<file path="config.mk">
export PLATFORM = sky130hd
export DESIGN_NAME = mult_wallace_pipe
export DESIGN_NICKNAME = d
export VERILOG_FILES = /design/src/rtl/mult_wallace_pipe.sv
export SDC_FILE = /design/constraint.sdc
export NUM_CORES = 1
export LEC_CHECK = 0
export BUFFER_PORTS_ARGS = -buffer_cell sky130_fd_sc_hd__buf_2
export CAP_MARGIN = 10
export CORE_ASPECT_RATIO = 1.2
export CORE_MARGIN = 1
export CORE_UTILIZATION = 55
export DETAILED_ROUTE_END_ITERATION = 16
export PLACE_DENSITY = 0.74
export SETUP_SLACK_MARGIN = 0.15
export SLEW_MARGIN = 20
export SYNTH_ARGS = -nofsm -noshare
export SYNTH_HDL_FRONTEND = slang
export SYNTH_SLANG_ARGS = --single-unit
</file>
<file path="constraint.sdc">
create_clock -name clk -period 3.3 [get_ports clk]
set_clock_uncertainty 0.15 [all_clocks]
set_input_delay 0.66 -clock clk [delete_from_list [all_inputs] [get_ports clk]]
set_output_delay 0.66 -clock clk [all_outputs]
set_load 0.02 [all_outputs]
</file>
<file path="src/rtl/mult_wallace_pipe.sv">
`timescale 1ns/1ps
// Pipelined Wallace-tree multiplier with a valid/ready stream interface.
// Signed mode uses Baugh-Wooley partial products; the whole pipeline stalls together.
module mult_wallace_pipe #(
  parameter int WIDTH_A = 8,
  parameter int WIDTH_B = 8,
  parameter int STAGES  = 3
) (
  input  logic                       clk,
  input  logic                       rst_n,
  input  logic                       in_valid,
  output logic                       in_ready,
  input  logic [WIDTH_A-1:0]         a,
  input  logic [WIDTH_B-1:0]         b,
  input  logic                       signed_mode,
  output logic                       out_valid,
  input  logic                       out_ready,
  output logic [WIDTH_A+WIDTH_B-1:0] product,
  output logic                       busy
);

  localparam int W  = WIDTH_A + WIDTH_B;
  localparam int NR = WIDTH_B + 1;
  localparam int NP = (STAGES > 1) ? STAGES - 1 : 1;

  typedef logic [NR-1:0][W-1:0] rows_t;

  function automatic int rows_at(input int l);
    int n = NR;
    for (int i = 0; i < l; i++) n = 2 * (n / 3) + n % 3;
    return n;
  endfunction

  function automatic int num_layers();
    int n = NR;
    int l = 0;
    for (int i = 0; i < 64; i++) begin
      if (n > 2) begin
        n = 2 * (n / 3) + n % 3;
        l++;
      end
    end
    return l;
  endfunction

  localparam int NL = num_layers();

  // Layer boundary after which pipeline register s (1..STAGES-1) sits.
  function automatic int cut(input int s);
    return (s * NL) / STAGES;
  endfunction

  // One Wallace layer: each full group of three rows goes through a row of
  // 3:2 counters; leftover rows pass straight through to the next layer.
  function automatic rows_t csa_layer(input rows_t x, input int n);
    rows_t y;
    logic [W-1:0] maj;
    y = '0;
    for (int g = 0; g < NR / 3; g++) begin
      if (3 * g + 2 < n) begin
        maj = (x[3*g] & x[3*g+1]) | (x[3*g] & x[3*g+2]) | (x[3*g+1] & x[3*g+2]);
        y[2*g]   = x[3*g] ^ x[3*g+1] ^ x[3*g+2];
        y[2*g+1] = {maj[W-2:0], 1'b0};
      end
    end
    for (int r = 0; r < NR; r++) begin
      if (r >= 3 * (n / 3) && r < n) y[2 * (n / 3) + r - 3 * (n / 3)] = x[r];
    end
    return y;
  endfunction

  // Baugh-Wooley correction: 2^(WA-1) + 2^(WB-1) + 2^(W-1).
  localparam logic [W-1:0] BW_FIX = (W'(1) << (WIDTH_A - 1)) + (W'(1) << (WIDTH_B - 1))
                                  + (W'(1) << (W - 1));

  // Stream handshake: a beat moves on an edge where valid && ready. Every stage
  // shifts when the output register is empty or being drained, so in_ready is
  // exactly that advance condition and a stall freezes bubbles too.
  logic              advance;
  logic [STAGES-1:0] vld_q;
  rows_t             pp;
  rows_t             cur;
  rows_t             st_d [NP];
  rows_t             st_q [NP];
  logic [W-1:0]      sum_d;

  assign out_valid = vld_q[STAGES-1];
  assign busy      = |vld_q;
  assign advance   = !out_valid || out_ready;
  assign in_ready  = advance;

  always_comb begin
    pp = '0;
    for (int i = 0; i < WIDTH_B; i++) begin
      for (int j = 0; j < WIDTH_A; j++) begin
        pp[i][i+j] = (a[j] & b[i]) ^ (signed_mode && ((i == WIDTH_B - 1) != (j == WIDTH_A - 1)));
      end
    end
    pp[WIDTH_B] = signed_mode ? BW_FIX : '0;
  end

  // Walk the layers; at each register boundary capture the running value and
  // continue from the register output instead.
  always_comb begin
    cur = pp;
    for (int k = 0; k < NP; k++) st_d[k] = '0;
    for (int l = 0; l <= NL; l++) begin
      for (int s = 1; s < STAGES; s++) begin
        if (cut(s) == l) begin
          st_d[s-1] = cur;
          cur       = st_q[s-1];
        end
      end
      if (l < NL) cur = csa_layer(cur, rows_at(l));
    end
    sum_d = cur[0] + cur[1];
  end

  always_ff @(posedge clk or negedge rst_n) begin
    if (!rst_n) begin
      vld_q   <= '0;
      product <= '0;
      for (int k = 0; k < NP; k++) st_q[k] <= '0;
    end else if (advance) begin
      vld_q[0] <= in_valid;
      for (int k = 1; k < STAGES; k++) vld_q[k] <= vld_q[k-1];
      for (int k = 0; k < STAGES - 1; k++) st_q[k] <= st_d[k];
      product <= sum_d;
    end
  end

endmodule
</file>
==> results of run 1 <==
-- per-stage QoR --
step           cells  total power (W)  utilization (%)  setup WS (ns)
2_1_floorplan    670          0.00444                -          0.429
3_3_place_gp     815          0.00503             59.2          0.318
3_5_place_dp     815          0.00515             59.2          0.242
4_1_cts          847          0.00721             65.0          0.223
5_1_grt          847          0.00774             65.1          0.156
6_report         847          0.00715             65.1          0.269
-- registers in the layout, indices dropped and copies added (netlist names) --
name and flops:
st_q 94, product 16, vld_q 3
-- cell usage after synthesis --
| library cell | number |
|---|---|
| o21ai_0 | 32 |
| buf_2 | 16 |
| dfrtp_1 | 113 |
| o21bai_1 | 3 |
| ha_1 | 33 |
| or3_1 | 1 |
| a21oi_2 | 2 |
| a21boi_1 | 1 |
| xnor2_1 | 18 |
| fa_1 | 38 |
| nand2b_1 | 1 |
| xor2_1 | 7 |
| nand2_1 | 275 |
| nor2_1 | 5 |
| a41oi_2 | 2 |
| nor2b_1 | 1 |
| a221oi_2 | 1 |
| inv_1 | 40 |
| inv_2 | 1 |
| o21ai_1 | 2 |
| and2_1 | 46 |
| nand3_1 | 6 |
| clkbuf_1 | 13 |
| a21oi_1 | 9 |
| a211oi_1 | 1 |
| o211ai_2 | 2 |
| o211a_1 | 1 |
-- worst max-delay path: cells and delay by family, from the launching register on --
family / cells / cell delay (ns)
fa+ha+maj: 4 / 1.43
compound gates: 4 / 0.73
flops: 1 / 0.41
xor+xnor: 1 / 0.17
-- cell families (layout without fill, tap and decap cells) --
| family | after synthesis | in the layout | share of synthesized area [%] |
|---|---|---|---|
| XOR/XNOR | 25 | 25 | 3.51 |
| adder cells (fa/ha/maj) | 71 | 71 | 18.8 |
| buffers and inverters | 70 | 115 | 4.53 |
| flip-flops | 113 | 113 | 45.3 |
| AO/OA/AOI/OAI | 56 | 56 | 5.65 |
| AND/OR/NAND/NOR | 335 | 335 | 22.2 |
-- power groups by stage --
stage / Sequential [W] / Clock [W] / Combinational [W]
after global routing: 0.00213 / 0.00207 / 0.00355
after CTS: 0.00208 / 0.00201 / 0.00313
after global placement: 0.00207 / 0 / 0.00297
final: 0.00208 / 0.00197 / 0.00310
after detailed placement: 0.00210 / 0 / 0.00306
after floorplan: 0.00217 / 0 / 0.00227
-- repair_timing --
item / CTS / global route
hold endpoints to repair: 0 / 0
setup endpoints to repair: 0 / 2
resized for setup: 0 / 1
-- routing by layer --
layer	wire [um]	vias up	part of all wire, %
li1	-	2137	-
met1	5270	2174	42
met2	6360	118	51
met3	659	23	5.3
met4	180	0	1.4
met5	0	-	0
-- cell type report --
class | count | share of cell area, %
Multi-Input combinational cell | 487 | 43.8
Sequential cell | 113 | 39.4
Clock buffer | 18 | 5.98
Timing Repair Buffer | 42 | 3.42
Clock inverter | 14 | 2.98
Tap cell | 132 | 2.30
Inverter | 41 | 2.16
-- how the worst min path moves through the flow --
stage	startpoint	end	cells after the start	slack, ns
6_report	rst_n	st_q[38]	1	0.14
5_1_grt	rst_n	st_q[22]	1	0.20
4_1_cts	rst_n	st_q[55]	1	0.17
3_5_place_dp	product[0]	product[0]	2	0.30
3_3_place_gp	product[6]	product[6]	2	0.30
2_1_floorplan	rst_n	product[0]	0	0.21
==> out/metrics.yaml, run 1 <==
status:
  status: "finished clean"
detailed_routing:
  wl_per_cell_um: 14.7
  wl_mm: 12.5
  vias_per_cell: 5.26
  ant_nets: 0
  vias: 4452
  drt_iter0_drc: 371
  dr.pass1.iters: 5
  drc: 0
power:
  max-vdd-ir-drop_mv: 0.453
  combPwrFrac_pct: 43.4
  swShare_pct: 38.5
  power.density_nw_per_um2: 996
  power_leakage_nw: 3.75
  switchingPower_w: 0.00275
  pwr-share-seq_pct: 29.0
  p_int_w: 0.00440
  p_clk_share_pct: 27.6
logic_synthesis:
  synthTopCellsByArea: "dfrtp_1 (45%), nand2_1 (17%), fa_1 (12%), ha_1 (6.6%), and2_1 (4.6%)"
  syn_nets: 762
  synth_top_area_share_pct: 45.3
  syn-cell-area_um2: 6240
  yosysWarnings: 0
  synth_top_area_cell: "dfrtp_1"
  avgSynthCellArea_um2: 9.32
  seq_area_frac_synth_pct: 45.3
  synthDistinctLibCells: 27
  synth_cells: 670
  ys_ff_latch: 113
clock_tree:
  clock_path_buffers: 2
  root_buffer: "clkbuf_16"
  clock_sinks: 113
  cts_max_level: 4
  cts.reportedPaths.clkPinSlew_ns: 0.05
  cts_buffers: 17
  post_cts_buffers: 0
  cts_tree: "yes"
  clkLatencyLatePin_ns: 0.41
  postCtsHoldBufs: 0
layout:
  area_delta_synth_final_pct: 15.0
  insertedDiodeCount: 0
  multi_input_area_um2: 3140
  drive_gt1_share_pct: 11.6
  layout_commonest_cell: "nand2_1"
  regArea_um2: 2830
  layout_common_cells: "nand2_1 (275), dfrtp_1 (113), and2_1 (46)"
  fillCellCount: 910
  layout.nets: 794
  stdcell_area_um2: 7180
sta:
  hold_violations: 0
  fin_crit_ns: 3.03
  final.period_utilization_pct: 91.9
  rsz0062_at_grt: "no"
  finalSetupTns_ns: 0
  drv_slew: 0
  setup_viol: 0
  max_freq_ghz: 0.330
  maxSlewHeadroom_pct: 38.4
  hold_slack_ns: 0.136
  worst_slew_pin_slew_ns: 0.924
grt:
  gr-max-usage-layer: "met2"
  grt_usage_pct: 24.3
  gr-usage-met1_pct: 31.4
  met2_usage_pct: 39.7
  grt_max_degree: 131
  grt_pass1_wl_mm: 22.0
  antenna_found_initial: 0
  grt-ovfl-total: 0
  grtUsageMet3_pct: 5.62
  grt_pass1_vias: 4684
placement:
  dpl.hpwl_mm: 8.20
  gp_congestion: 0.837
  io_buffers: 39
  place_area_um2: 6530
floorplanning:
  num_rows: 42
  die_area_um2: 11800
  pin_count: 40
  floorplan.initialDensity_pct: 56.6
  die_y_um: 119
  core_um2: 11000
  die_width_um: 99.3
worst_setup_path:
  worstPathArrival_ns: 3.15
  r2r_slack_ns: 0.27
  crit_type: "flip-flop to flip-flop"
  cp_cell_sequence: "fa_1, ha_1, ha_1, fa_2, a21oi_2, o211ai_2, a221oi_2, xor2_1, a21oi_1"
  ff2ff_path_depth: 9
  path_max_fanout: 3
  cpMaxStageDelayCell: "fa_1"
  rr_endpoint: "product[13]"
  cp_data_required_time_ns: 3.42
  startpoint: "st_q[5]"
  worst_setup_path_start_kind: "flip-flop"
  crit_path_end: "product[13]"
  reg2reg_from: "st_q[5]"
  path_common_cell: "ha_1"
  endpoint_kind: "flip-flop"
  crit_path_max_incr_delay_ns: 0.55
run:
  cap_violations: 0
min_path:
  min_path_type: "input pin to asynchronous set/reset pin"
Power figures use the tool's default switching activity.
==> run 2, diff against run 1 <==
--- a/config.mk
+++ b/config.mk
@@ -9,10 +9,10 @@
 export CAP_MARGIN = 10
 export CORE_ASPECT_RATIO = 1.2
 export CORE_MARGIN = 1
-export CORE_UTILIZATION = 55
+export CORE_UTILIZATION = 35
 export DETAILED_ROUTE_END_ITERATION = 16
-export PLACE_DENSITY = 0.74
-export SETUP_SLACK_MARGIN = 0.15
+export PLACE_DENSITY = 0.52
+export SETUP_SLACK_MARGIN = 0.02
 export SLEW_MARGIN = 20
 export SYNTH_ARGS = -nofsm -noshare
 export SYNTH_HDL_FRONTEND = slang
==> run 2 against run 1 <==
  * Sequential share of layout area is 0.43 points lower
  * Global-route usage is 8.0 points lower
  * Highest routed layer unchanged
  * Critical path depth stayed put
  * Non-clock buffer count is 1 higher
  * Largest power group unchanged
  * Worst setup slack worse by 0.0050 ns
  * Via count is 2.5% lower
  * Critical endpoint unchanged
==> out/metrics.yaml, run 2 (synthesis results as in run 1) <==
status:
  status: "finished clean"  # unchanged
placement:
  io_buffers: 39  # unchanged
  gp_congestion: 0.777  # was 0.837
  dpl.hpwl_mm: 8.97  # was 8.20 mm
  place_area_um2: 6670  # was 6530 um2
worst_setup_path:
  cp_data_required_time_ns: 3.42  # about the same
  crit_type: "flip-flop to flip-flop"  # unchanged
  endpoint_kind: "flip-flop"  # unchanged
  crit_family: "adder cells"  # unchanged
  cp_num_buf_inv: 0  # unchanged
  cpMaxStageDelayCell: "fa_1"  # unchanged
  crit_path_max_incr_delay_ns: 0.54  # was 0.55 ns
  path_max_fanout: 3  # unchanged
  cp_cell_sequence: "fa_1, ha_1, ha_1, fa_1, a21oi_2, o211ai_2, a221oi_2, xor2_1, a21oi_1"  # was fa_1, ha_1, ha_1, fa_2, a21oi_2, o211ai_2, a221oi_2, xor2_1, a21oi_1
  worst_setup_path_start_kind: "flip-flop"  # unchanged
  worstPathArrival_ns: 3.16  # was 3.15 ns
sta:
  setup_viol: 0  # unchanged
  final.period_utilization_pct: 92.0  # was 91.9%
  max_freq_ghz: 0.329  # was 0.330 GHz
  drv_slew: 0  # unchanged
  fin_crit_ns: 3.04  # was 3.03 ns
  finalSetupTns_ns: 0  # unchanged
  hold_violations: 0  # unchanged
  maxSlewHeadroom_pct: 51.2  # was 38.4%
  worst_slew_pin_slew_ns: 0.732  # was 0.924 ns
  rsz0062_at_grt: "no"  # unchanged
power:
  power.density_nw_per_um2: 959  # was 996 nW/um2
  power_leakage_nw: 3.74  # was 3.75 nW
  max-vdd-ir-drop_mv: 0.402  # was 0.453 mV
layout:
  drive_gt1_share_pct: 11.5  # was 11.6%
  largest_register: "st_q"  # unchanged
  fillCellCount: 1783  # was 910
  reg_top3: "st_q (94), product (16), vld_q (3)"  # unchanged
  insertedDiodeCount: 0  # unchanged
  layout_common_cells: "nand2_1 (275), dfrtp_1 (113), and2_1 (46)"  # unchanged
  area_delta_synth_final_pct: 16.3  # was 15.0%
  largest_reg_flops: 94  # unchanged
  stdcell_area_um2: 7260  # was 7180 um2
  layout.nets: 795  # was 794
  layout_commonest_cell: "nand2_1"  # unchanged
grt:
  grt_pass1_wl_mm: 22.4  # was 22.0 mm
  grt_max_degree: 127  # was 131
  grt-ovfl-total: 0  # unchanged
  grt_pass1_vias: 4439  # was 4684
  grt_usage_pct: 16.2  # was 24.3%
  antenna_found_initial: 0  # unchanged
clock_tree:
  clkLatencyLatePin_ns: 0.41  # about the same
  cts.reportedPaths.clkPinSlew_ns: 0.05  # about the same
  cts_buffers: 17  # unchanged
  post_cts_buffers: 0  # unchanged
  postCtsHoldBufs: 0  # unchanged
  root_buffer: "clkbuf_16"  # unchanged
  cts_max_level: 4  # unchanged
  clock_path_buffers: 2  # unchanged
  post_cts_resized: 0  # unchanged
  clock_sinks: 113  # unchanged
  cts_tree: "yes"  # unchanged
detailed_routing:
  drt_iter0_drc: 229  # was 371
  ant_nets: 0  # unchanged
  wl_per_cell_um: 14.0  # was 14.7 um
  drc: 0  # unchanged
  vias_per_cell: 4.64  # was 5.26
  dr.pass1.iters: 6  # was 5
  wl_mm: 13.1  # was 12.5 mm
  vias: 4341  # was 4452
floorplanning:
  die_area_um2: 18400  # was 11800 um2
  num_rows: 53  # was 42
  core_um2: 17500  # was 11000 um2
  die_width_um: 124  # was 99.3 um
  pin_count: 40  # unchanged
  floorplan.initialDensity_pct: 35.7  # was 56.6%
  die_y_um: 148  # was 119 um
run:
  cap_violations: 0  # unchanged
min_path:
  min_path_type: "input pin to asynchronous set/reset pin"  # unchanged
==> run 2: final cells by class <==
| cell class | count | area, um2 | share of cell area [%] |
|---|---|---|---|
| flip-flops and latches | 113 | 2830 | 39.0 |
| well taps | 220 | 275 | 3.79 |
| repair buffers | 43 | 265 | 3.65 |
| multi-input cells | 487 | 3140 | 43.3 |
| clock inverters | 9 | 105 | 1.45 |
| inverters | 41 | 156 | 2.15 |
| clock buffers | 23 | 488 | 6.72 |
==> run 2: where the power goes <==
| part | total, W | internal, W | switching [W] | leakage (nW) |
|---|---|---|---|---|
| registers | 0.00206 | 0.00184 | 0.000224 | 1.42 |
| clock network | 0.00181 | 0.00118 | 0.000627 | 0.281 |
| logic | 0.00309 | 0.00124 | 0.00185 | 2.03 |
==> run 2: final timing paths <==
kind	slack (ns)	end	cells past startpoint	startpoint
max in group asynchronous	2.10	st_q[218]	2	rst_n
min in group clk	0.30	vld_q[0]	3	in_valid
max	0.26	product[13]	9	st_q[5]
max reg2reg	0.26	product[13]	9	st_q[5]
min reg2reg	0.30	product[6]	2	product[6]
min	0.16	product[14]	1	rst_n
==> run 2: layer usage <==
layer	vias to the layer above	GRT usage, %	share of wire [%]
li1	2138	-	-
met1	2117	22.0	47
met2	70	25.1	47
met3	16	3.80	4.1
met4	0	6.07	1.5
met5	-	0	0
==> run 2: metrics by stage <==
stage | power [W] | hold WS [ns] | std cells | utilization (%) | setup WS (ns)
2_1_floorplan | 0.00444 | 0.214 | 670 | - | 0.429
3_3_place_gp | 0.00516 | 0.297 | 904 | 38.1 | 0.282
3_5_place_dp | 0.00522 | 0.301 | 904 | 38.1 | 0.251
4_1_cts | 0.00710 | 0.188 | 936 | 41.5 | 0.243
5_1_grt | 0.00766 | 0.229 | 936 | 41.5 | 0.118
6_report | 0.00696 | 0.164 | 936 | 41.5 | 0.263
